**config.mk**
```make
export PLATFORM = sky130hd
export DESIGN_NAME = cpu_bus_arbiter_flat
export DESIGN_NICKNAME = d
export VERILOG_FILES = /design/src/rtl/cpu_bus_arbiter_if.sv /design/src/rtl/cpu_bus_arbiter.sv /design/src/flat_wrapper.sv
export SDC_FILE = /design/constraint.sdc
export NUM_CORES = 1
export LEC_CHECK = 0
export CAP_MARGIN = 20
export CORE_AREA = 2 2 107 109
export DETAILED_ROUTE_END_ITERATION = 7
export DIE_AREA = 0 0 109 111
export DONT_BUFFER_PORTS = 1
export SLEW_MARGIN = 20
export SYNTH_ARGS = -nofsm -noshare
export SYNTH_HDL_FRONTEND = slang
export SYNTH_SLANG_ARGS = --single-unit
```
**constraint.sdc**
```tcl
create_clock -name i_clock -period 2.7 [get_ports i_clock]
set_input_delay 0.27 -clock i_clock [delete_from_list [all_inputs] [get_ports i_clock]]
set_output_delay 0.27 -clock i_clock [all_outputs]
set_load 0.05 [all_outputs]
```
**src/rtl/cpu_bus_arbiter_if.sv**
```systemverilog
// Signal bundle between the fetch/load-store requesters, the arbiter and the external bus.
// The arbiter takes the master view; the surrounding requesters and bus model take the slave view.
interface cpu_bus_arbiter_if;
    logic        i_ibus_request;
    logic [31:0] i_ibus_address;
    logic        o_ibus_ready;
    logic [31:0] o_ibus_rdata;

    logic        i_dbus_request;
    logic        i_dbus_rw;
    logic [31:0] i_dbus_address;
    logic [31:0] i_dbus_wdata;
    logic [3:0]  i_dbus_wmask;
    logic        o_dbus_ready;
    logic [31:0] o_dbus_rdata;

    logic        o_bus_request;
    logic        o_bus_rw;
    logic [31:0] o_bus_address;
    logic [31:0] o_bus_wdata;
    logic [3:0]  o_bus_wmask;
    logic        i_bus_ready;
    logic [31:0] i_bus_rdata;

    logic [1:0]  o_grant;

    modport master (
        input  i_ibus_request, i_ibus_address,
        output o_ibus_ready, o_ibus_rdata,
        input  i_dbus_request, i_dbus_rw, i_dbus_address, i_dbus_wdata, i_dbus_wmask,
        output o_dbus_ready, o_dbus_rdata,
        output o_bus_request, o_bus_rw, o_bus_address, o_bus_wdata, o_bus_wmask,
        input  i_bus_ready, i_bus_rdata,
        output o_grant
    );

    modport slave (
        output i_ibus_request, i_ibus_address,
        input  o_ibus_ready, o_ibus_rdata,
        output i_dbus_request, i_dbus_rw, i_dbus_address, i_dbus_wdata, i_dbus_wmask,
        input  o_dbus_ready, o_dbus_rdata,
        input  o_bus_request, o_bus_rw, o_bus_address, o_bus_wdata, o_bus_wmask,
        output i_bus_ready, i_bus_rdata,
        input  o_grant
    );
endinterface

```
**src/rtl/cpu_bus_arbiter.sv**
```systemverilog
// Shares the single memory bus between instruction fetch and the load/store unit.
// Data wins ties unless fetch has lost STARVE_LIMIT cycles in a row.
module cpu_bus_arbiter #(
    parameter int STARVE_LIMIT = 8
) (
    input logic              i_clock,
    input logic              i_reset,
    cpu_bus_arbiter_if.master arb
);

    localparam int CW = (STARVE_LIMIT > 0) ? $clog2(STARVE_LIMIT + 1) : 1;
    localparam logic [CW-1:0] LIMIT = CW'(STARVE_LIMIT);

    // State encoding doubles as the o_grant value.
    typedef enum logic [1:0] {
        IDLE  = 2'b00,
        BUS_I = 2'b01,
        BUS_D = 2'b10
    } state_t;

    state_t        state_q;
    state_t        state_d;
    logic [CW-1:0] starve_count;
    logic          starved;
    logic          grant_i;
    logic          grant_d;
    logic          ibus_ready;
    logic          dbus_ready;

    assign starved = (STARVE_LIMIT != 0) && (starve_count >= LIMIT);

    always_comb begin
        state_d    = state_q;
        ibus_ready = 1'b0;
        dbus_ready = 1'b0;
        case (state_q)
            IDLE: begin
                if (arb.i_dbus_request && !(arb.i_ibus_request && starved))
                    state_d = BUS_D;
                else if (arb.i_ibus_request)
                    state_d = BUS_I;
            end
            BUS_I: begin
                if (arb.i_bus_ready) begin
                    ibus_ready = 1'b1;
                    state_d    = IDLE;
                end
            end
            BUS_D: begin
                if (arb.i_bus_ready) begin
                    dbus_ready = 1'b1;
                    state_d    = IDLE;
                end
            end
            default: state_d = IDLE;
        endcase
    end

    assign grant_i = (state_q == IDLE) && (state_d == BUS_I);
    assign grant_d = (state_q == IDLE) && (state_d == BUS_D);

    always_ff @(posedge i_clock or posedge i_reset) begin
        if (i_reset) begin
            state_q      <= IDLE;
            starve_count <= '0;
        end else begin
            state_q <= state_d;
            if (grant_i)
                starve_count <= '0;
            else if (arb.i_ibus_request && (state_q != BUS_I) && (starve_count < LIMIT))
                starve_count <= starve_count + 1'b1;
        end
    end

    // Bus-side registers latch the winner's request at grant and hold until completion.
    always_ff @(posedge i_clock or posedge i_reset) begin
        if (i_reset) begin
            arb.o_bus_request <= 1'b0;
            arb.o_bus_rw      <= 1'b0;
            arb.o_bus_address <= '0;
            arb.o_bus_wdata   <= '0;
            arb.o_bus_wmask   <= '0;
        end else if (grant_i) begin
            arb.o_bus_request <= 1'b1;
            arb.o_bus_rw      <= 1'b0;
            arb.o_bus_address <= arb.i_ibus_address;
            arb.o_bus_wdata   <= '0;
            arb.o_bus_wmask   <= '0;
        end else if (grant_d) begin
            arb.o_bus_request <= 1'b1;
            arb.o_bus_rw      <= arb.i_dbus_rw;
            arb.o_bus_address <= arb.i_dbus_address;
            arb.o_bus_wdata   <= arb.i_dbus_wdata;
            arb.o_bus_wmask   <= arb.i_dbus_wmask;
        end else if (ibus_ready || dbus_ready) begin
            arb.o_bus_request <= 1'b0;
        end
    end

    assign arb.o_ibus_ready = ibus_ready;
    assign arb.o_dbus_ready = dbus_ready;
    assign arb.o_ibus_rdata = arb.i_bus_rdata;
    assign arb.o_dbus_rdata = arb.i_bus_rdata;
    assign arb.o_grant      = state_q;

endmodule

```
**src/flat_wrapper.sv**
```systemverilog
// flat-port wrapper written by rule: the top's interface ports become plain ports
module cpu_bus_arbiter_flat 
#(
    parameter int STARVE_LIMIT = 8
)
  (i_clock, i_reset, arb_i_ibus_request, arb_i_ibus_address, arb_o_ibus_ready, arb_o_ibus_rdata, arb_i_dbus_request, arb_i_dbus_rw, arb_i_dbus_address, arb_i_dbus_wdata, arb_i_dbus_wmask, arb_o_dbus_ready, arb_o_dbus_rdata, arb_o_bus_request, arb_o_bus_rw, arb_o_bus_address, arb_o_bus_wdata, arb_o_bus_wmask, arb_i_bus_ready, arb_i_bus_rdata, arb_o_grant);
  cpu_bus_arbiter_if arb_i ();
  input logic i_clock;
  input logic i_reset;
  input wire logic [$bits(arb_i.i_ibus_request)-1:0] arb_i_ibus_request;
  input wire logic [$bits(arb_i.i_ibus_address)-1:0] arb_i_ibus_address;
  output wire logic [$bits(arb_i.o_ibus_ready)-1:0] arb_o_ibus_ready;
  output wire logic [$bits(arb_i.o_ibus_rdata)-1:0] arb_o_ibus_rdata;
  input wire logic [$bits(arb_i.i_dbus_request)-1:0] arb_i_dbus_request;
  input wire logic [$bits(arb_i.i_dbus_rw)-1:0] arb_i_dbus_rw;
  input wire logic [$bits(arb_i.i_dbus_address)-1:0] arb_i_dbus_address;
  input wire logic [$bits(arb_i.i_dbus_wdata)-1:0] arb_i_dbus_wdata;
  input wire logic [$bits(arb_i.i_dbus_wmask)-1:0] arb_i_dbus_wmask;
  output wire logic [$bits(arb_i.o_dbus_ready)-1:0] arb_o_dbus_ready;
  output wire logic [$bits(arb_i.o_dbus_rdata)-1:0] arb_o_dbus_rdata;
  output wire logic [$bits(arb_i.o_bus_request)-1:0] arb_o_bus_request;
  output wire logic [$bits(arb_i.o_bus_rw)-1:0] arb_o_bus_rw;
  output wire logic [$bits(arb_i.o_bus_address)-1:0] arb_o_bus_address;
  output wire logic [$bits(arb_i.o_bus_wdata)-1:0] arb_o_bus_wdata;
  output wire logic [$bits(arb_i.o_bus_wmask)-1:0] arb_o_bus_wmask;
  input wire logic [$bits(arb_i.i_bus_ready)-1:0] arb_i_bus_ready;
  input wire logic [$bits(arb_i.i_bus_rdata)-1:0] arb_i_bus_rdata;
  output wire logic [$bits(arb_i.o_grant)-1:0] arb_o_grant;
  assign arb_i.i_ibus_request = arb_i_ibus_request;
  assign arb_i.i_ibus_address = arb_i_ibus_address;
  assign arb_o_ibus_ready = arb_i.o_ibus_ready;
  assign arb_o_ibus_rdata = arb_i.o_ibus_rdata;
  assign arb_i.i_dbus_request = arb_i_dbus_request;
  assign arb_i.i_dbus_rw = arb_i_dbus_rw;
  assign arb_i.i_dbus_address = arb_i_dbus_address;
  assign arb_i.i_dbus_wdata = arb_i_dbus_wdata;
  assign arb_i.i_dbus_wmask = arb_i_dbus_wmask;
  assign arb_o_dbus_ready = arb_i.o_dbus_ready;
  assign arb_o_dbus_rdata = arb_i.o_dbus_rdata;
  assign arb_o_bus_request = arb_i.o_bus_request;
  assign arb_o_bus_rw = arb_i.o_bus_rw;
  assign arb_o_bus_address = arb_i.o_bus_address;
  assign arb_o_bus_wdata = arb_i.o_bus_wdata;
  assign arb_o_bus_wmask = arb_i.o_bus_wmask;
  assign arb_i.i_bus_ready = arb_i_bus_ready;
  assign arb_i.i_bus_rdata = arb_i_bus_rdata;
  assign arb_o_grant = arb_i.o_grant;
  cpu_bus_arbiter #(.STARVE_LIMIT(STARVE_LIMIT)) u_core (.i_clock(i_clock), .i_reset(i_reset), .arb(arb_i));
endmodule
```
==> summary.txt <==
Synth
  – Mapped Nets: approximately 460
  – Main combinational cell family by area after synthesis: compound AO/OA/AOI/OAI gates
  – Fraction of registers with async set or reset after synthesis: 1.00
  – Synth Area in Simple Gates: 0.0919
  – Xor and xnor area share after synthesis: 0.00461
  – Mux cell area share after synthesis: 0.0158
  – Synth Flop Type: dfrtp_1
  – Seq/Total Area, Yosys: 0.500
  – Warnings from Yosys: 0
  – Synth top area share: 0.500
  – Area leader, netlist: dfrtp_1
  – Count leader, synth: dfrtp_1
  – Cells after Synth: 317
  – Adder-cell area share of the yosys netlist: 0.0198
  – Synth top area cells: dfrtp_1 50%, buf_4 13%, o221a_1 8.0%
  – Synth cell count leaders: 76 x dfrtp_1, 64 x buf_4, 33 x nand2b_1
  – Compound-Gate Fraction of Synth Area: 0.200
  – Post-synth cell types: 36
  – Post-synth EDFFs: 0
  – Mapped cell area: 3800 µm²
  – Number of synthesized register bits: 76
  – Mean area per synthesized cell: 12.0 µm²

STA
  – RSZ-0062 raised after global routing: false
  – Slew Viols, Final: 0
  – Setup TNS: 0 ps
  – Final hold vios: 0
  – Slew HR: 0.648
  – Final WS setup: just under 600 ps
  – Clock period minus worst slack: 2110 ps
  – Final setup fails: 0
  – Skew final: 4.95 ps
  – Slew @ Worst Pin: 528 ps
  – Achievable frequency: 474 MHz
  – Tcrit/Tclk final: 0.781

Floorplanning
  – Row cnt: 39
  – Die height: about 110 µm
  – Die Wd: 109 µm
  – Starting density of the core: 0.343
  – Total core area: about 11000 µm²
  – Die ar.: 12100 µm²
  – I/O Pins: 276

Clocking
  – CTS clk-pin slew, worst paths: about 60 ps
  – Htree depth: 3
  – TritonCTS clock tree: built
  – Cts repair resizes: 0
  – Clock Sink Count: 76
  – Root Driver: clkbuf_16
  – TritonCTS buffer count: 9
  – Cts hold-fix bufs: 1
  – Worst-Skew Late Latency: 340 ps
  – Post-CTS setup buffer count: 0
  – Max Root-Sink Buffers: 2

Critical path
  – Reg2reg start: u_core.arb.o_grant[1]
  – CP max stage cell: dfrtp_1
  – Worst EP required: 2910 ps
  – Flop-to-flop setup slack: 590 ps
  – RR Endpoint: u_core.arb.o_bus_wdata[4]
  – Critical path class: reg2reg
  – Largest delay share family, worst path: simple AND/OR/NAND/NOR gates
  – Crit path launch type: flip-flop
  – Critical Path, Cell by Cell: buf_4 -> ha_1 -> nor2b_1 -> and3_2 -> buf_12 -> mux2i_1 -> nor2_1
  – CP bufs+invs: 2
  – Setup crit end kind: flip-flop
  – FF-to-FF path depth: 7
  – Worst path arrival time: between 2000 and 2500 ps
  – Crit-path max FO: 48
  – Path length in cells of the critical path: 7
  – Crit-path max cell delay: 380 ps

Pwr
  – Peak supply drop: 0.749 mV
  – Gate power share: 0.261
  – Power density cells: about 1900 nW/µm²
  – Sw Ratio: 0.526
  – Clock share of power: 0.167
  – Final total power: 6.99 mW
  – Psw: 3.67 mW
  – Reg power frac: 0.572
  – Leakage Power: ~1.6 nW
  – Internal: 3.31 mW

Finish
  – # nets final: 399
  – Share of cells above drive strength 1: 0.142
  – Design Area, Final: about 3700 µm²
  – Fillers: 1091
  – Synth-to-Final Area Change: -1.38%
  – Ant. Diodes: 0

Place
  – Dpl ws: 625 ps
  – Placed instance area: 3440 µm²
  – Detailed Place HPWL: 5630 µm
  – Routability cong.: 0.731
  – Port bufs: 0

Global routing
  – First-pass GRT wire length: about 11000 µm
  – All-Layer GR Usage: 0.126
  – Pin count of the biggest net entering global routing: 49
  – Antenna violations before repair: 0
  – GRT overflow: 0
  – Vias in the first global route: 2233

Route
  – Routed wire length: 7760 µm
  – Wire per inst: 19.3 µm
  – ANT nets after route: 0
  – Pre-antenna DRT Iters: 4
  – Number of vias per cell: around 5.3
  – Via count: 2119
  – Detailed-route DRC error count: 0
  – DRT iter0 DRCs: roughly 140

Job
  – # Max-Cap Violations: 0

Worst hold path
  – Hold Startpoint: arb_i_dbus_wdata[10]
  – Hold Path Class: in2reg
  – Hold worst-path end: u_core.arb.o_bus_wdata[10]
  – Hold path cells: 1

Status
  – Outcome: complete, no violations
-- cell families (layout without fill, tap and decap cells) --
| family | count (synthesis) | count (layout) |
|---|---|---|
| xor+xnor | 2 | 2 |
| flops | 76 | 76 |
| fa+ha+maj | 6 | 6 |
| compound gates | 76 | 76 |
| simple gates | 62 | 62 |
| buf+inv | 89 | 32 |
| mux | 6 | 6 |
-- power groups by stage --
stage          sequential (mW)  clock, mW  combinational [mW]
3_3_place_gp              4.03          0                1.77
4_1_cts                   4.01       1.21                1.85
3_5_place_dp              4.02          0                1.85
6_report                  4.00       1.17                1.82
5_1_grt                   4.08       1.28                2.03
2_1_floorplan             3.95          0                1.84
-- how the worst max path moves through the flow --
stage / start / to / slack [ps]
floorplan: u_core.arb.o_grant[1] / u_core.arb.o_bus_address[16] / 310
global placement: u_core.arb.o_grant[0] / u_core.arb.o_bus_wdata[23] / 680
detailed placement: u_core.arb.o_grant[1] / u_core.arb.o_bus_address[21] / 630
CTS: u_core.arb.o_grant[1] / u_core.arb.o_bus_wdata[23] / 590
global route: u_core.arb.o_grant[0] / u_core.arb.o_bus_wdata[23] / 440
finish: u_core.arb.o_grant[1] / u_core.arb.o_bus_wdata[4] / 590
-- worst reg2reg max path, cell delays in order (launching register included) --
cell     delay, ps
dfrtp_1        380
buf_4          210
ha_1           230
nor2b_1        320
and3_2         300
buf_12         230
mux2i_1        260
nor2_1          60
-- metal layers --
layer	routed length (µm)	part of all wire	vias up	GRT usage
met2	3710	0.48	142	0.212
met5	0	0	-	0
li1	-	-	939	-
met1	2800	0.36	1002	0.120
met4	425	0.055	0	0.105
met3	825	0.11	36	0.0464
-- layout make-up --
cell class / instances / area, µm² / area share
Clock buffer: 9 / 225 / 0.0601
Clock inverter: 7 / 67.6 / 0.0180
Timing Repair Buffer: 9 / 82.6 / 0.0220
Tap cell: 143 / 179 / 0.0477
Inverter: 7 / 27.5 / 0.00735
Multi-Input combinational cell: 152 / 1260 / 0.337
Sequential cell: 76 / 1900 / 0.508
-- state kept, by name (all words and copies together), names as in the netlist --
name / flops
u_core.arb.o_bus_wdata: 32
u_core.arb.o_grant: 2
u_core.arb.o_bus_address: 32
u_core.arb.o_bus_rw: 1
u_core.arb.o_bus_request: 1
u_core.arb.o_bus_wmask: 4
u_core.starve_count: 4
-- cells in the final DEF (no fill, tap or decap), types with 3 or more instances in the layout --
cell type / count
ha_1: 6
o221a_1: 27
clkbuf_16: 9
a21oi_1: 3
nor2_1: 13
nand2b_1: 33
mux2i_1: 6
buf_4: 7
clkinv_2: 4
a22o_1: 31
clkinvlp_4: 3
dfrtp_1: 76
inv_1: 6
nand2_1: 4
o221a_4: 3
-- stage by stage --
stage | util | hold WS, ps | instances
after detailed placement | 0.311 | 109 | 386
after global placement | 0.311 | 107 | 386
final | 0.338 | 70.4 | 403
after floorplan | - | 410 | 317
after CTS | 0.338 | 52.1 | 403
after global routing | 0.338 | 48.9 | 403
(Power assumes the default switching activity.)
